## config.mk

```make
export PLATFORM = sky130hd
export DESIGN_NAME = spi_word_master
export DESIGN_NICKNAME = d
export VERILOG_FILES = /design/src/rtl/spi_word_master.sv
export SDC_FILE = /design/constraint.sdc
export NUM_CORES = 1
export LEC_CHECK = 0
export ABC_CLOCK_PERIOD_IN_PS = 3300
export BUFFER_PORTS_ARGS = -buffer_cell sky130_fd_sc_hd__buf_2
export CAP_MARGIN = 5
export CORE_MARGIN = 2
export CORE_UTILIZATION = 53
export DETAILED_ROUTE_END_ITERATION = 10
export HOLD_SLACK_MARGIN = 0.06
export PLACE_DENSITY = 0.78
export RECOVER_POWER = 100
export SLEW_MARGIN = 20
export SYNTH_ARGS = -nofsm -noshare
export SYNTH_HDL_FRONTEND = slang
export SYNTH_SLANG_ARGS = --single-unit
```

## constraint.sdc

```tcl
create_clock -name clock -period 3.3 [get_ports clock]
set_input_delay 0.66 -clock clock [delete_from_list [all_inputs] [get_ports clock]]
set_output_delay 0.66 -clock clock [all_outputs]
set_load 0.005 [all_outputs]
```

## src/rtl/spi_word_master.sv

```systemverilog
// -----------------------------------------------------------------------------
// spi_word_master
//
// Bit-level SPI master (mode 0, CPOL=0, MSB first) sitting directly after the
// myo frame controller. Upstream hands over 16-bit words one at a time. Each
// word is shifted out on mosi while miso is shifted in, and every received
// word comes back with a one-cycle data_read_valid pulse. Back-to-back words
// stay inside a single slave-select window, so one motorboard frame is one
// ss_n low period. ss_n rises only after FRAME_GAP idle clocks.
//
// Handshake (upstream side): wren is a level request that qualifies Word.
// While the 1-deep holding register is free, the first cycle in which wren is
// seen high captures Word, and write_ack pulses high in the following cycle.
// After that, wren must fall before it can cause another capture. While the
// holding register is full, wren is ignored. A capture is allowed in the same
// cycle that the holding register moves into the shifter.
//
// Parameters:
//   HALF_PERIOD  clocks per sclk half-period (1..255)
//   SS_LEAD      clocks from ss_n low to shifter load; also the minimum ss_n
//                high time after a frame
//   FRAME_GAP    idle clocks after a word, with no word pending, before the
//                frame closes
//
// Ports:
//   clock, reset        system clock, asynchronous active-high reset
//   Word, wren          transmit word and its level request
//   write_ack           pulse: Word captured into the holding register
//   di_req              level: frame open and holding register empty
//   data_read           last received word
//   data_read_valid     pulse: data_read updated
//   ss_n, sclk, mosi    SPI outputs
//   miso                SPI input
//   state_dbg           current FSM state (IDLE=0 LEAD=1 SHIFT=2 GAP=3 TRAIL=4)
//
// Build option:
//   SPI_LOOPBACK_EN     when defined, the receive shifter samples the internal
//                       mosi instead of the miso pin, so each received word
//                       equals the transmitted word.
// -----------------------------------------------------------------------------
module spi_word_master #(
  parameter int HALF_PERIOD = 25,
  parameter int SS_LEAD     = 4,
  parameter int FRAME_GAP   = 512
) (
  input  logic        clock,
  input  logic        reset,
  input  logic [15:0] Word,
  input  logic        wren,
  output logic        write_ack,
  output logic        di_req,
  output logic [15:0] data_read,
  output logic        data_read_valid,
  output logic        ss_n,
  output logic        sclk,
  output logic        mosi,
  input  logic        miso,
  output logic [2:0]  state_dbg
);

  typedef enum logic [2:0] {
    IDLE  = 3'd0,
    LEAD  = 3'd1,
    SHIFT = 3'd2,
    GAP   = 3'd3,
    TRAIL = 3'd4
  } state_t;

  localparam logic [7:0]  HALF_LAST = 8'(HALF_PERIOD - 1);
  localparam logic [15:0] LEAD_LAST = 16'(SS_LEAD - 1);
  localparam logic [15:0] GAP_LAST  = 16'(FRAME_GAP - 1);

  state_t      state_q, state_d;
  logic [15:0] hold_word_q, hold_word_d;
  logic        hold_full_q, hold_full_d;
  logic        wren_used_q, wren_used_d;
  logic [15:0] tx_q, tx_d;
  logic [15:0] rx_q, rx_d;
  logic [7:0]  half_cnt_q, half_cnt_d;
  logic [5:0]  bit_cnt_q, bit_cnt_d;
  logic [15:0] cnt_q, cnt_d;
  logic        sclk_q, sclk_d;
  logic        ss_n_q, ss_n_d;
  logic        write_ack_q, write_ack_d;
  logic [15:0] data_read_q, data_read_d;
  logic        valid_q, valid_d;

  logic        rx_in;
  logic        load;
  logic        capture;
  logic        capture_free;

`ifdef SPI_LOOPBACK_EN
  logic unused_miso;
  assign unused_miso = miso;
  assign rx_in       = tx_q[15];
`else
  assign rx_in       = miso;
`endif

  always_comb begin
    state_d      = state_q;
    hold_word_d  = hold_word_q;
    hold_full_d  = hold_full_q;
    wren_used_d  = wren_used_q;
    tx_d         = tx_q;
    rx_d         = rx_q;
    half_cnt_d   = half_cnt_q;
    bit_cnt_d    = bit_cnt_q;
    cnt_d        = cnt_q;
    sclk_d       = sclk_q;
    ss_n_d       = ss_n_q;
    write_ack_d  = 1'b0;
    data_read_d  = data_read_q;
    valid_d      = 1'b0;
    load         = 1'b0;
    capture      = 1'b0;
    // A capture that happens while the holding register is plainly empty.
    capture_free = wren && !wren_used_q && !hold_full_q;

    case (state_q)
      IDLE: begin
        ss_n_d = 1'b1;
        if (hold_full_q) begin
          state_d = LEAD;
          ss_n_d  = 1'b0;
          cnt_d   = '0;
        end
      end

      LEAD: begin
        if (cnt_q == LEAD_LAST) begin
          load = 1'b1;
        end else begin
          cnt_d = cnt_q + 16'd1;
        end
      end

      SHIFT: begin
        if (bit_cnt_q == 6'd32) begin
          // One cycle after the 16th falling edge: publish the word and
          // either chain straight into the next one or start the idle gap.
          data_read_d = rx_q;
          valid_d     = 1'b1;
          if (hold_full_q) begin
            load = 1'b1;
          end else begin
            state_d = GAP;
            cnt_d   = '0;
          end
        end else if (half_cnt_q == HALF_LAST) begin
          half_cnt_d = '0;
          sclk_d     = ~sclk_q;
          bit_cnt_d  = bit_cnt_q + 6'd1;
          if (!sclk_q) begin
            rx_d = {rx_q[14:0], rx_in};
          end else begin
            tx_d = {tx_q[14:0], 1'b0};
          end
        end else begin
          half_cnt_d = half_cnt_q + 8'd1;
        end
      end

      GAP: begin
        if (hold_full_q) begin
          load = 1'b1;
        end else if (capture_free) begin
          // A word arriving now keeps the frame open even on the expiry
          // cycle; it is loaded on the next cycle.
          cnt_d = cnt_q;
        end else if (cnt_q == GAP_LAST) begin
          state_d = TRAIL;
          ss_n_d  = 1'b1;
          cnt_d   = '0;
        end else begin
          cnt_d = cnt_q + 16'd1;
        end
      end

      TRAIL: begin
        ss_n_d = 1'b1;
        if (cnt_q == LEAD_LAST) begin
          state_d = IDLE;
        end else begin
          cnt_d = cnt_q + 16'd1;
        end
      end

      default: begin
        state_d = IDLE;
        ss_n_d  = 1'b1;
        sclk_d  = 1'b0;
      end
    endcase

    if (load) begin
      state_d     = SHIFT;
      tx_d        = hold_word_q;
      rx_d        = '0;
      hold_full_d = 1'b0;
      half_cnt_d  = '0;
      bit_cnt_d   = '0;
      sclk_d      = 1'b0;
    end

    // The holding register may be refilled in the very cycle it is drained.
    capture = wren && !wren_used_q && (!hold_full_q || load);
    if (capture) begin
      hold_word_d = Word;
      hold_full_d = 1'b1;
      write_ack_d = 1'b1;
      wren_used_d = 1'b1;
    end
    if (!wren) begin
      wren_used_d = 1'b0;
    end
  end

  always_ff @(posedge clock or posedge reset) begin
    if (reset) begin
      state_q     <= IDLE;
      hold_word_q <= '0;
      hold_full_q <= 1'b0;
      wren_used_q <= 1'b0;
      tx_q        <= '0;
      rx_q        <= '0;
      half_cnt_q  <= '0;
      bit_cnt_q   <= '0;
      cnt_q       <= '0;
      sclk_q      <= 1'b0;
      ss_n_q      <= 1'b1;
      write_ack_q <= 1'b0;
      data_read_q <= '0;
      valid_q     <= 1'b0;
    end else begin
      state_q     <= state_d;
      hold_word_q <= hold_word_d;
      hold_full_q <= hold_full_d;
      wren_used_q <= wren_used_d;
      tx_q        <= tx_d;
      rx_q        <= rx_d;
      half_cnt_q  <= half_cnt_d;
      bit_cnt_q   <= bit_cnt_d;
      cnt_q       <= cnt_d;
      sclk_q      <= sclk_d;
      ss_n_q      <= ss_n_d;
      write_ack_q <= write_ack_d;
      data_read_q <= data_read_d;
      valid_q     <= valid_d;
    end
  end

  // mosi always shows the head of the transmit shifter; it is 0 when idle
  // because the shifter is empty after 16 shifts and after reset.
  assign mosi            = tx_q[15];
  assign sclk            = sclk_q;
  assign ss_n            = ss_n_q;
  assign write_ack       = write_ack_q;
  assign data_read       = data_read_q;
  assign data_read_valid = valid_q;
  assign di_req          = !ss_n_q && !hold_full_q;
  assign state_dbg       = state_q;

endmodule
```

## Word level (Yosys, flattened, before mapping)

Index checks and enable logic that the tools add are counted.

- Register bits: 103
- Input bits: 20
- Output and inout bits: 25
- Logic and storage cells: 129

- Add/subtract/negate cells: 3
- Equality and inequality tests: 29
- Multiplexer cells: 55
- Bitwise logic cells: 2
- Reduce and logical (&&, ||, !) cells: 26

Operator list:

| kind | number |
|---|---|
| 16-bit two-way mux | 17 |
| 16-bit case mux with 4 select lines | 1 |
| 8-bit two-way mux | 4 |
| 3-bit != test, second input constant | 9 |
| 3-bit two-way mux | 8 |
| 6-bit two-way mux | 4 |
| 2-bit != test, second input constant | 9 |
| 1-bit two-way mux | 17 |
| 16-bit by 1-bit adder with 16-bit output, second input constant | 1 |
| 16-bit by 2-bit equality test with 1-bit output, second input constant | 1 |
| 16-bit by 9-bit equality test with 1-bit output, second input constant | 1 |
| 3-bit case mux with 5 select lines | 1 |
| 4-bit AND reduction | 3 |
| 8-bit by 1-bit adder with 8-bit output, second input constant | 1 |
| 8-bit by 5-bit equality test with 1-bit output, second input constant | 1 |
| 8-bit AND reduction | 1 |
| 2-bit nonzero test | 4 |
| 7-bit AND reduction | 1 |
| 6-bit by 1-bit adder with 6-bit output, second input constant | 1 |
| 3-bit by 2-bit equality test with 1-bit output, second input constant | 2 |
| 6-bit equality test, second input constant | 1 |
| 2-bit by 1-bit != test with 1-bit output, second input constant | 3 |
| 1-bit case mux with 3 select lines | 2 |
| 3-bit AND reduction | 2 |
| 12 further kinds | 20 |

## Longest topological paths before layout

Gate-level depths: netlist (run 1).

- Depth in word-level cells: 7
- Mapped depth: 10
- Mapped depth without buffers: 8

## Worst setup path before layout (run 1)

OpenSTA, ideal clock, no wires.

- Path kind: reg2reg
- From: register bit_cnt_q[0]
- To: register hold_word_q[0]
- Setup time: 125 ps
- Data arrival time: 2,264 ps
- Data required time: 3,175 ps
- Path slack: 911 ps
- Cell stages (with the launch flop): 11
- Buffers on the path: 2
- Clock period less this slack: 2,389 ps
- Cell sequence: dfrtp_1 -> inv_1 -> ha_1 -> and4bb_1 -> a21oi_1 -> o2bb2ai_1 -> and2_1 -> buf_2 -> o21ai_2 -> buf_4 -> mux2_2

- Word-level cells in the longest chain between the ends: 5

Ends and longest elaborated chain:

| what | RTL line | text |
|---|---|---|
| from (decl) | 80 | `logic [5:0] bit_cnt_q, bit_cnt_d;` |
| from (signal assigned) | 244 | `bit_cnt_q <= bit_cnt_d;` |
| 6-bit equality test | 140 | `if (bit_cnt_q == 6'd32) begin` |
| 1-bit two-way mux | 140 |  |
| 1-bit case mux with 3 select lines | 121 | `case (state_q)` |
| 1-bit logical OR | 208 | `capture = wren && !wren_used_q && (!hold_full_q \|\| load);` |
| 1-bit logical AND | 208 |  |
| to (signal assigned) | 238 | `hold_word_q <= hold_word_d;` |
| to (decl) | 74 | `logic [15:0] hold_word_q, hold_word_d;` |

Every way passes these cells.
A chain may end at the register's enable or synchronous reset.

## Final worst setup path (run 1)

- From: register cnt_q[0]
- To: register cnt_q[0]

- Word-level cells in the longest chain between the ends: 5
- Elaborated cells on any way between the ends: 10
- Classes of those cells: add/sub (1); eq/ne (3); mux (5); reduce/logical (1)

Ends and longest elaborated chain:

| what | RTL line | text |
|---|---|---|
| from (decl) | 81 | `logic [15:0] cnt_q, cnt_d;` |
| from (signal assigned) | 245 | `cnt_q <= cnt_d;` |
| 16-bit by 1-bit adder with 16-bit output or 16-bit by 9-bit equality test with 1-bit output (tied branches) | -- |  |
| 16-bit two-way mux | 172 | `end else if (cnt_q == GAP_LAST) begin` |
| 16-bit two-way mux | 168 | `end else if (capture_free) begin` |
| 16-bit two-way mux | 166 | `if (hold_full_q) begin` |
| 16-bit case mux with 4 select lines | 121 |  |

Parallel ways exist; a longest one is shown, timed or not. The select of a mux whose other input is x is not followed.

==> metrics.md, run 1 <==
| Metric | Value |
|---|---|
| Initial Util | `54.6%` |
| Area Growth Syn to Fin | `10.3%` |
| Cell Count, Final, Fillers Out | `609` |
| Final hold slack | `485 ps` |
| Peak supply drop | `0.208 mV` |
| Place WS | `730 ps` |
| Max Slew Vio Count | `0` |
| Placed insts | `593` |
| DRC viols | `0` |
| Ant. Diodes | `0` |
| IO Pins | `45` |
| Sw Ratio | `23.5%` |
| Die width | `98.6 um` |
| CTS Root Cell | `clkbuf_8` |
| Global route overflow | `0` |
| Min Tclk post-route | `2790 ps` |
| Sink Count | `103` |
| Final setup violation count | `0` |
| Antenna violations before repair | `0` |
| Layout filler cell count | `739` |
| Avg Cell Area, Syn | `10.4 um^2` |
| Seq/Total Area, Yosys | `54.4%` |
| I/O Buffers | `44` |
| Internal | `1.64 mW` |
| Mapped Cells | `456` |
| Number of global-route vias before repair | `3334` |
| CP Launch Type | `flop` |
| HP Class | `flop to flop` |
| Rows | `34` |
| Synth Flop Type | `dfrtp_1` |
| Post-Route Skew | `18.0 ps` |
| Netlist cell types | `50` |
| Setup TNS | `0 ps` |
| Routability cong. | `0.837` |
| Worst slew pin tran | `1440 ps` |
| Post-route ant nets | `0` |
| Reg clk slew, reported paths | `110 ps` |
| Area contributors post-synth | `dfrtp_1 (54%), mux2_2 (7.8%), nand2_1 (6.0%), a21oi_1 (3.8%), o21ai_0 (3.6%)` |
| Fin area | `5230 um^2` |
| RSZ-0062 raised after global routing | `no` |
| Netlist Area Pre-Place | `4740 um^2` |
| Synth Register Bits | `103` |
| Sequential fraction of design power | `61.0%` |
| WL per Instance | `14.4 um` |
| TritonRoute pass-1 iters | `4` |
| Dominant cell type by area after synthesis | `dfrtp_1` |
| Chip height | `98.6 um` |
| Slew headroom | `3.36%` |
| H-tree levels | `3` |
| FFs w/ async S/R, synth | `100%` |
| Synth Warn # | `0` |
| Worst reg2reg path depth | `7` |
| Worst Path Max Fanout | `20` |
| Post-layout util | `60.2%` |
| Worst setup path category | `flop to flop` |
| Post-layout worst setup margin | `514 ps` |
| Crit path capture type | `flop` |
| Power Density | `410 nW/um^2` |
| CTS tree | `done` |
| DP HPWL | `5920 um` |
| DR iter-0 viols | `237` |
| Layout cells sized above 1 | `19.0%` |
| Hold Path Depth | `2` |
| Area of placed instances | `5050 um^2` |
| Combinational Power Share | `3.1%` |
| Vias | `3455` |
| Tot Pwr | `2.14 mW` |
| Period utilisation layout | `84.4%` |
| WL final | `8740 um` |
| First-pass GRT wire length | `15200 um` |
| Setup repair bufs after CTS | `0` |
| EDFF count, synth | `0` |
| Largest net degree at the start of global routing | `71` |
| Top-area cell type share of the netlist area | `53.9%` |
| Net switching power | `504 uW` |
| Highest clock rate | `359 MHz` |
| CORE AREA | `8680 um^2` |
| Post-Syn Nets | `481` |
| Leakage | `2.51 nW` |
| Post-CTS Hold Buffers | `0` |
| # resized after CTS | `0` |
| Clock tree buffer depth | `2` |
| Arrival @ worst endpoint | `3040 ps` |
| Vias per inst | `5.67` |
| NumNets Final | `521` |
| Max_cap viols | `0` |
| Clk_lat worst skew | `360 ps` |
| Clk pwr share | `35.8%` |
| Outcome | `complete, no violations` |
| Final Hold Vio Count | `0` |
| CP required | `3550 ps` |
| Inserted Clock Buffers | `9` |
| All-Layer GR Usage | `18.8%` |
| Die ar. | `9710 um^2` |
==> critical path: stages (launching register included) <==
cell	delay [ps]
dfrtp_1	390
ha_1	220
nor4b_1	380
nand4_1	220
a31oi_1	320
and3_1	590
nor2_1	240
mux2_2	330
==> final timing paths <==
| kind | slack (ps) | to | start |
|---|---|---|---|
| setup / recovery | 510 | cnt_q[0] | cnt_q[0] |
| hold / removal | 490 | tx_q[2] | hold_word_q[2] |
| setup reg to reg | 510 | cnt_q[0] | cnt_q[0] |
| hold reg to reg | 490 | tx_q[2] | hold_word_q[2] |
| max in group asynchronous | 1730 | ss_n | reset |
| min in group asynchronous | 600 | data_read[0] | reset |
==> sequential cells by signal (all words and copies together) (netlist names), 3 cells and up <==
name,flops
bit_cnt_q,6
cnt_q,16
data_read,16
half_cnt_q,8
hold_word_q,16
rx_q,16
state_dbg,3
tx_q,16
==> area by class of cell <==
| cell class | count | area (um^2) | share of cell area (%) |
|---|---|---|---|
| Tap cell | 108 | 135 | 2.58 |
| Clock buffer | 10 | 138 | 2.63 |
| Sequential cell | 103 | 2580 | 49.3 |
| Timing Repair Buffer | 48 | 253 | 4.83 |
| Clock inverter | 6 | 61.3 | 1.17 |
| Inverter | 15 | 57.6 | 1.10 |
| Multi-Input combinational cell | 319 | 2000 | 38.3 |
==> cell usage after synthesis (2+ instances only) <==
cell	count
inv_1	15
a21oi_1	36
a31oi_1	3
nor2_1	22
a22o_1	5
o31ai_1	6
o21ai_0	34
nor4_1	3
ha_1	5
nand2_1	76
or3_1	7
and2_1	4
buf_4	2
buf_1	7
a21boi_1	2
xnor2_1	6
and3_1	6
o21a_1	2
xor2_1	3
nand2b_1	3
nor3_1	4
clkbuf_1	5
or4_1	5
nand3_1	6
buf_2	4
dfrtp_1	102
mux2_2	33
mux2i_1	16
nor2b_1	8
nand4_1	6
==> per-layer routing <==
layer,vias to the layer above,wire length (um),track usage (%)
met5,-,0,0
met4,0,102,7.80
met3,14,329,2.77
met2,85,4410,30.1
met1,1686,3900,25.9
li1,1670,-,-
==> logic make-up after synthesis <==
kind of cell,count (synthesis),share of synthesized area [%]
AOI/OAI and AO/OA,95,11.6
xor gates and xnor gates,9,1.66
DFF,103,54.4
and+or+nand+nor,161,16.6
adders and majority gates,5,1.32
buffers and inverters,34,3.12
muxes,49,11.2
==> cells in the final DEF (no fill, tap or decap), types with 4 or more instances in the layout <==
cell type  count
a21oi_1       36
a22o_1         5
and3_1         7
buf_2         36
clkbuf_1       8
clkbuf_8      10
dfrtp_1      102
ha_1           5
inv_1         14
mux2_2        33
mux2i_1       16
nand2_1       76
nand3_1        6
nand4_1        6
nor2_1        22
nor2b_1        8
nor3_1         4
o21ai_0       35
o31ai_1        6
or3_1          7
or4_1          5
xnor2_1        6
==> power groups by stage <==
stage	sequential [mW]	combinational, mW	clock (mW)
global route	1.31	0.0771	0.837
detailed placement	1.33	0.0706	0
global placement	1.33	0.0686	0
finish	1.31	0.0673	0.768
floorplan	1.33	0.0467	0
CTS	1.31	0.0706	0.786
No activity file was read; power rests on OpenSTA's default activity.
==> run 2: changes to the inputs <==
ABC_AREA = 1   (was default)
ABC_CLOCK_PERIOD_IN_PS = 2410   (was 3300)
clock period = 2.41 ns   (was 3.3 ns; I/O delays follow)
==> metrics.md, run 2 <==
| Metric | Value |
|---|---|
| Peak supply drop | `0.253 mV` |
| Die width | `104 um` |
| Area Growth Syn to Fin | `8.24%` |
| Post-Syn Nets | `718` |
| H-tree levels | `3` |
| CP Launch Type | `flop` |
| Slew headroom | `23.3%` |
| Post-synth top cells | `nand2_1 (308), dfrtp_1 (102), nand3_1 (52)` |
| Setup repair bufs after CTS | `0` |
| Netlist Area Pre-Place | `5350 um^2` |
| Critical path cell sequence | `inv_1, nand2_1, inv_1, nand2_1, o21ai_2, inv_4, o21ai_2, inv_2, nand2_1, o21ai_0` |
| Number of global-route vias before repair | `4322` |
| Max_cap viols | `0` |
| Avg Cell Area, Syn | `7.72 um^2` |
| WL per Instance | `12.3 um` |
| I/O Buffers | `44` |
| IO Pins | `45` |
| Compound-Gate Fraction of Synth Area | `7.98%` |
| Seq/Total Area, Yosys | `48.2%` |
| Layout cells sized above 1 | `11.9%` |
| Die ar. | `10900 um^2` |
| Dominant cell type by area after synthesis | `dfrtp_1` |
| Ant. Diodes | `0` |
| Power Density | `494 nW/um^2` |
| Post-synthesis simple-gate area fraction | `34.1%` |
| Routing usage on met3 | `2.88%` |
| Post-Route Skew | `13.9 ps` |
| Vias per inst | `5.08` |
| CP required | `2650 ps` |
| Post-Synth XOR/XNOR Area | `2.13%` |
| Period utilisation layout | `91.0%` |
| Post-synthesis adder-cell area fraction | `1.17%` |
| Final setup violation count | `0` |
| All-Layer GR Usage | `21.2%` |
| Post-route ant nets | `0` |
| CP peak stage delay | `520 ps` |
| Setup TNS | `0 ps` |
| GR peak layer | `met2` |
| Arrival @ worst endpoint | `2440 ps` |
| DRC viols | `0` |
| Sink Count | `103` |
| Largest net degree at the start of global routing | `87` |
| Vias | `4429` |
| EDFF count, synth | `0` |
| Synth Register Bits | `103` |
| Worst slew pin tran | `1150 ps` |
| Leakage | `3.11 nW` |
| M2 GR Usage | `35.0%` |
| Routability cong. | `0.911` |
| Outcome | `complete, no violations` |
| Reg clk slew, reported paths | `90 ps` |
| Chip height | `104 um` |
| Area contributors post-synth | `dfrtp_1 (48%), nand2_1 (22%), nand3_1 (4.9%), nor2_1 (2.9%), inv_1 (2.7%)` |
| Mux cell area share after synthesis | `0%` |
| Clk_lat worst skew | `370 ps` |
| DR iter-0 viols | `265` |
| Worst setup path category | `flop to flop` |
| Rows | `36` |
| Top-area cell type share of the netlist area | `47.7%` |
| Post-CTS Hold Buffers | `0` |
| Worst reg2reg setup slack | `220 ps` |
| First-pass GRT wire length | `19300 um` |
| Synth Warn # | `0` |
| Mapped Cells | `693` |
| Min Tclk post-route | `2190 ps` |
| Most frequent cells in the layout | `nand2_1 (309), dfrtp_1 (102), nand3_1 (52)` |
| Max Slew Vio Count | `0` |
| CORE AREA | `9770 um^2` |
| Inserted Clock Buffers | `9` |
| Worst Path Max Fanout | `16` |
| HP Class | `input pin to async pin` |
| CTS Root Cell | `clkbuf_8` |
| Antenna violations before repair | `0` |
| Critical path's slowest cell | `dfrtp_1` |
| WL final | `10700 um` |
| Initial Util | `54.7%` |
| RSZ-0062 raised after global routing | `no` |
| Global route overflow | `0` |
| DP HPWL | `7530 um` |
| TritonRoute pass-1 iters | `5` |
| CTS tree | `done` |
| Crit path capture type | `flop` |
| Synth Flop Type | `dfrtp_1` |
| NumNets Final | `759` |
| Largest family of logic cells by synthesized area | `simple AND/OR/NAND/NOR gates` |
| FFs w/ async S/R, synth | `100%` |
| Met1 GRT Util | `29.1%` |
| Top-count cell post-synth | `nand2_1` |
| Highest clock rate | `456 MHz` |
| Netlist cell types | `37` |
| Commonest non-fill, non-tap cell in the layout | `nand2_1` |
| Cell mode on critical path | `nand2_1` |
| Clock tree buffer depth | `2` |
| Final Hold Vio Count | `0` |
| Final hold slack | `174 ps` |
-- run 2: changes by cell type in the layout (fill, tap and decap cells not counted), sizes merged, moves of 8 or more --
cell / before / now
a21oi: 36 / 24
nand2: 77 / 314
inv: 17 / 48
nor2: 23 / 49
mux2: 33 / 0
xor2: 3 / 11
nor2b: 8 / 0
mux2i: 16 / 0
nand3: 6 / 54
-- run 2: layout make-up --
cell class              instances  area, um^2
inverters                      48         189
well taps                     133         166
multi-input cells             521        2400
clock inverters                 4        53.8
fillers                       911        3990
repair buffers                 51         263
flip-flops and latches        103        2580
clock buffers                  11         141
-- run 2: metrics by stage --
step / std cells / area [um^2] / power (mW) / utilization [%] / worst slack [ps]
after floorplan: 693 / 5350 / 1.79 / - / 697
after global placement: 856 / 5650 / 1.82 / 57.8 / 199
after detailed placement: 856 / 5650 / 1.82 / 57.8 / 86.3
after CTS: 871 / 5840 / 2.89 / 59.8 / 58.4
after global routing: 871 / 5790 / 2.97 / 59.2 / 24.6
final: 871 / 5790 / 2.86 / 59.2 / 216
-- run 2: routing by layer --
| metal | share of wire, % | up-vias |
|---|---|---|
| met5 | 0 | - |
| met4 | 1.1 | 0 |
| met3 | 4.1 | 12 |
| met2 | 47 | 98 |
| met1 | 48 | 2050 |
| li1 | - | 2269 |
-- run 2: kinds of logic after synthesis --
logic type | Yosys count
AO/OA/AOI/OAI | 69
XOR/XNOR | 13
adder cells (fa/ha/maj) | 5
buffers and inverters | 69
flip-flops | 103
AND/OR/NAND/NOR | 434
-- run 2: repair_timing --
action	in CTS	in global routing
resized for setup	0	1
endpoints found under the setup margin	0	6
endpoints found under the hold margin	0	0
-- run 2: power breakdown --
part           internal, mW  switching, mW
Combinational        0.0119         0.0371
Clock                 0.507          0.579
Sequential             1.73              0
-- run 2: final timing paths --
path	from	endpoint	cells past startpoint
min	reset	data_read[10]	2
min in group clock	Word[15]	hold_word_q[15]	3
max reg2reg	state_dbg[1]	cnt_q[9]	10
max in group asynchronous	reset	cnt_q[7]	3
max	state_dbg[1]	cnt_q[9]	10
min reg2reg	data_read[11]	data_read[11]	2
-- run 2: critical path: cells and delay by family, from the launching register on --
| family | cells | cell delay, ps |
|---|---|---|
| AO/OA/AOI/OAI | 3 | 680 |
| buffers and inverters | 4 | 580 |
| flip-flops | 1 | 520 |
| AND/OR/NAND/NOR | 3 | 280 |
==> run 3: changes to the inputs <==
ABC_AREA = 0   (was 1)
ABC_CLOCK_PERIOD_IN_PS = 2240   (was 2410)
PLACE_DENSITY = 0.76   (was 0.78)
clock period = 2.24 ns   (was 2.41 ns; I/O delays follow)
==> metrics.md, run 3 (synthesized netlist as in run 1, its figures left out) <==
| Metric | Value |
|---|---|
| Routability cong. | `0.837` |
| Die width | `98.6 um` |
| CP peak stage delay | `480 ps` |
| Largest net degree at the start of global routing | `50` |
| Worst slew pin tran | `1090 ps` |
| Vias | `3704` |
| Fin area | `5600 um^2` |
| WL per Instance | `15.3 um` |
| GR peak layer | `met2` |
| Max_cap viols | `0` |
| IO Pins | `45` |
| Worst setup path category | `flop to flop` |
| NumNets Final | `562` |
| Post-Route Skew | `13.4 ps` |
| CP Launch Type | `flop` |
| M2 GR Usage | `34.5%` |
| Global route overflow | `0` |
| CTS Root Cell | `clkbuf_8` |
| Leakage | `2.68 nW` |
| WL final | `9920 um` |
| DP HPWL | `6570 um` |
| Min Tclk post-route | `2290 ps` |
| Post-layout worst setup margin | `-48.1 ps` |
| Area occupied by multi-input gates | `2080 um^2` |
| Top Family by Delay on Critical Path | `simple AND/OR/NAND/NOR gates` |
| DRC viols | `0` |
| Reg clk slew, reported paths | `110 ps` |
| Period utilisation layout | `102%` |
| Place WS | `-158 ps` |
| Area of placed instances | `5320 um^2` |
| Post-route ant nets | `0` |
| Cell Count, Final, Fillers Out | `650` |
| Clk_lat worst skew | `380 ps` |
| Number of global-route vias before repair | `3558` |
| Final hold slack | `242 ps` |
| Ant. Diodes | `0` |
| CTS tree | `done` |
| Layout cells sized above 1 | `25.6%` |
| Layout filler cell count | `725` |
| Post-layout util | `64.6%` |
| Violated checks | `negative setup slack` |
| Inserted Clock Buffers | `9` |
| Highest clock rate | `437 MHz` |
| Met1 GRT Util | `27.0%` |
| Cell mode on critical path | `a21oi_1` |
| Power Density | `559 nW/um^2` |
| RSZ-0062 raised after global routing | `yes` |
| Commonest non-fill, non-tap cell in the layout | `dfrtp_1` |
| H-tree levels | `3` |
| Outcome | `finished, violations left` |
| Rows | `34` |
| CORE AREA | `8680 um^2` |
| DR iter-0 viols | `139` |
| Routing usage on met3 | `4.11%` |
| Peak supply drop | `0.334 mV` |
| Sink Count | `103` |
| Most frequent cells in the layout | `dfrtp_1 (102), nand2_1 (75), a21oi_1 (34), buf_2 (34)` |
| TritonRoute pass-1 iters | `5` |
| I/O Buffers | `44` |
| First-pass GRT wire length | `16300 um` |
| Vias per inst | `5.70` |
| FF+latch area | `2580 um^2` |
| Slew headroom | `26.8%` |
| Chip height | `98.6 um` |
| Clock tree buffer depth | `2` |
| Critical path buffers and inverters | `1` |
| Final Hold Vio Count | `0` |
| Initial Util | `54.6%` |
| Crit path capture type | `flop` |
| Arrival @ worst endpoint | `2590 ps` |
| Placed insts | `625` |
| Area Growth Syn to Fin | `18.2%` |
| CP required | `2540 ps` |
| Max Slew Vio Count | `0` |
| Antenna violations before repair | `0` |
| HP Class | `input pin to async pin` |
| Final setup violation count | `7` |
| Critical path's slowest cell | `or4_1` |
| All-Layer GR Usage | `20.8%` |
| Worst Path Max Fanout | `7` |
| Critical path cell sequence | `inv_1, ha_1, and4bb_2, a21oi_1, a2111o_1, and3_4, or4_1, a21oi_1` |
| Die ar. | `9710 um^2` |
==> run 3: cell types whose count changed in the layout (fill, tap and decap cells not counted), sizes merged, moves of 11 or more <==
cell    delta
nand3     -48
nand2    -237
nor2      -26
a21oi     +12
clkbuf    +11
mux2      +33
buf       +25
mux2i     +16
inv       -31
==> run 3: area by class of cell <==
cell class	instances	share of cell area, %
clock buffers	10	2.28
clock inverters	6	0.938
inverters	15	1.03
multi-input cells	320	37.2
flip-flops and latches	103	46.0
well taps	108	2.41
repair buffers	88	10.1
==> run 3: repair_timing <==
action / 4_1_cts / 5_1_grt
buffers inserted: 4 / 3
pin swaps: 3 / 5
endpoints found under the setup margin: 20 / 74
hold buffers: 0 / 0
cloned: 0 / 2
resized for setup: 0 / 17
==> run 3: routing by layer <==
metal / share of wire, % / vias up / routed length (um)
met3: 4.7 / 16 / 465
met1: 43 / 1824 / 4310
met4: 1.9 / 0 / 192
li1: - / 1760 / -
met2: 50 / 104 / 4950
met5: 0 / - / 0
==> run 3: final timing paths <==
check,endpoint,slack [ps],start,cells past startpoint
worst max-delay path,cnt_q[9],-50,bit_cnt_q[0],8
worst min-delay path,hold_word_q[5],240,reset,2
worst max register to register,cnt_q[9],-50,bit_cnt_q[0],8
worst min register to register,tx_q[2],490,hold_word_q[2],2
max in group asynchronous,hold_full_q,460,reset,3
min in group clock,hold_word_q[0],290,Word[0],2
==> run 3: power by group <==
part	switching (mW)	internal (mW)	total, mW
registers	0.0224	1.90	1.93
clock network	0.682	0.422	1.10
logic	0.0529	0.0472	0.100
total	0.757	2.37	3.13
==> run 3: stage by stage <==
| step | power, mW | setup TNS (ps) |
|---|---|---|
| after floorplan | 2.02 | -396 |
| after CTS | 3.16 | -122 |
| after global routing | 3.27 | -4960 |
| after detailed placement | 2.07 | -2410 |
| final | 3.13 | -175 |
| after global placement | 2.07 | -1440 |
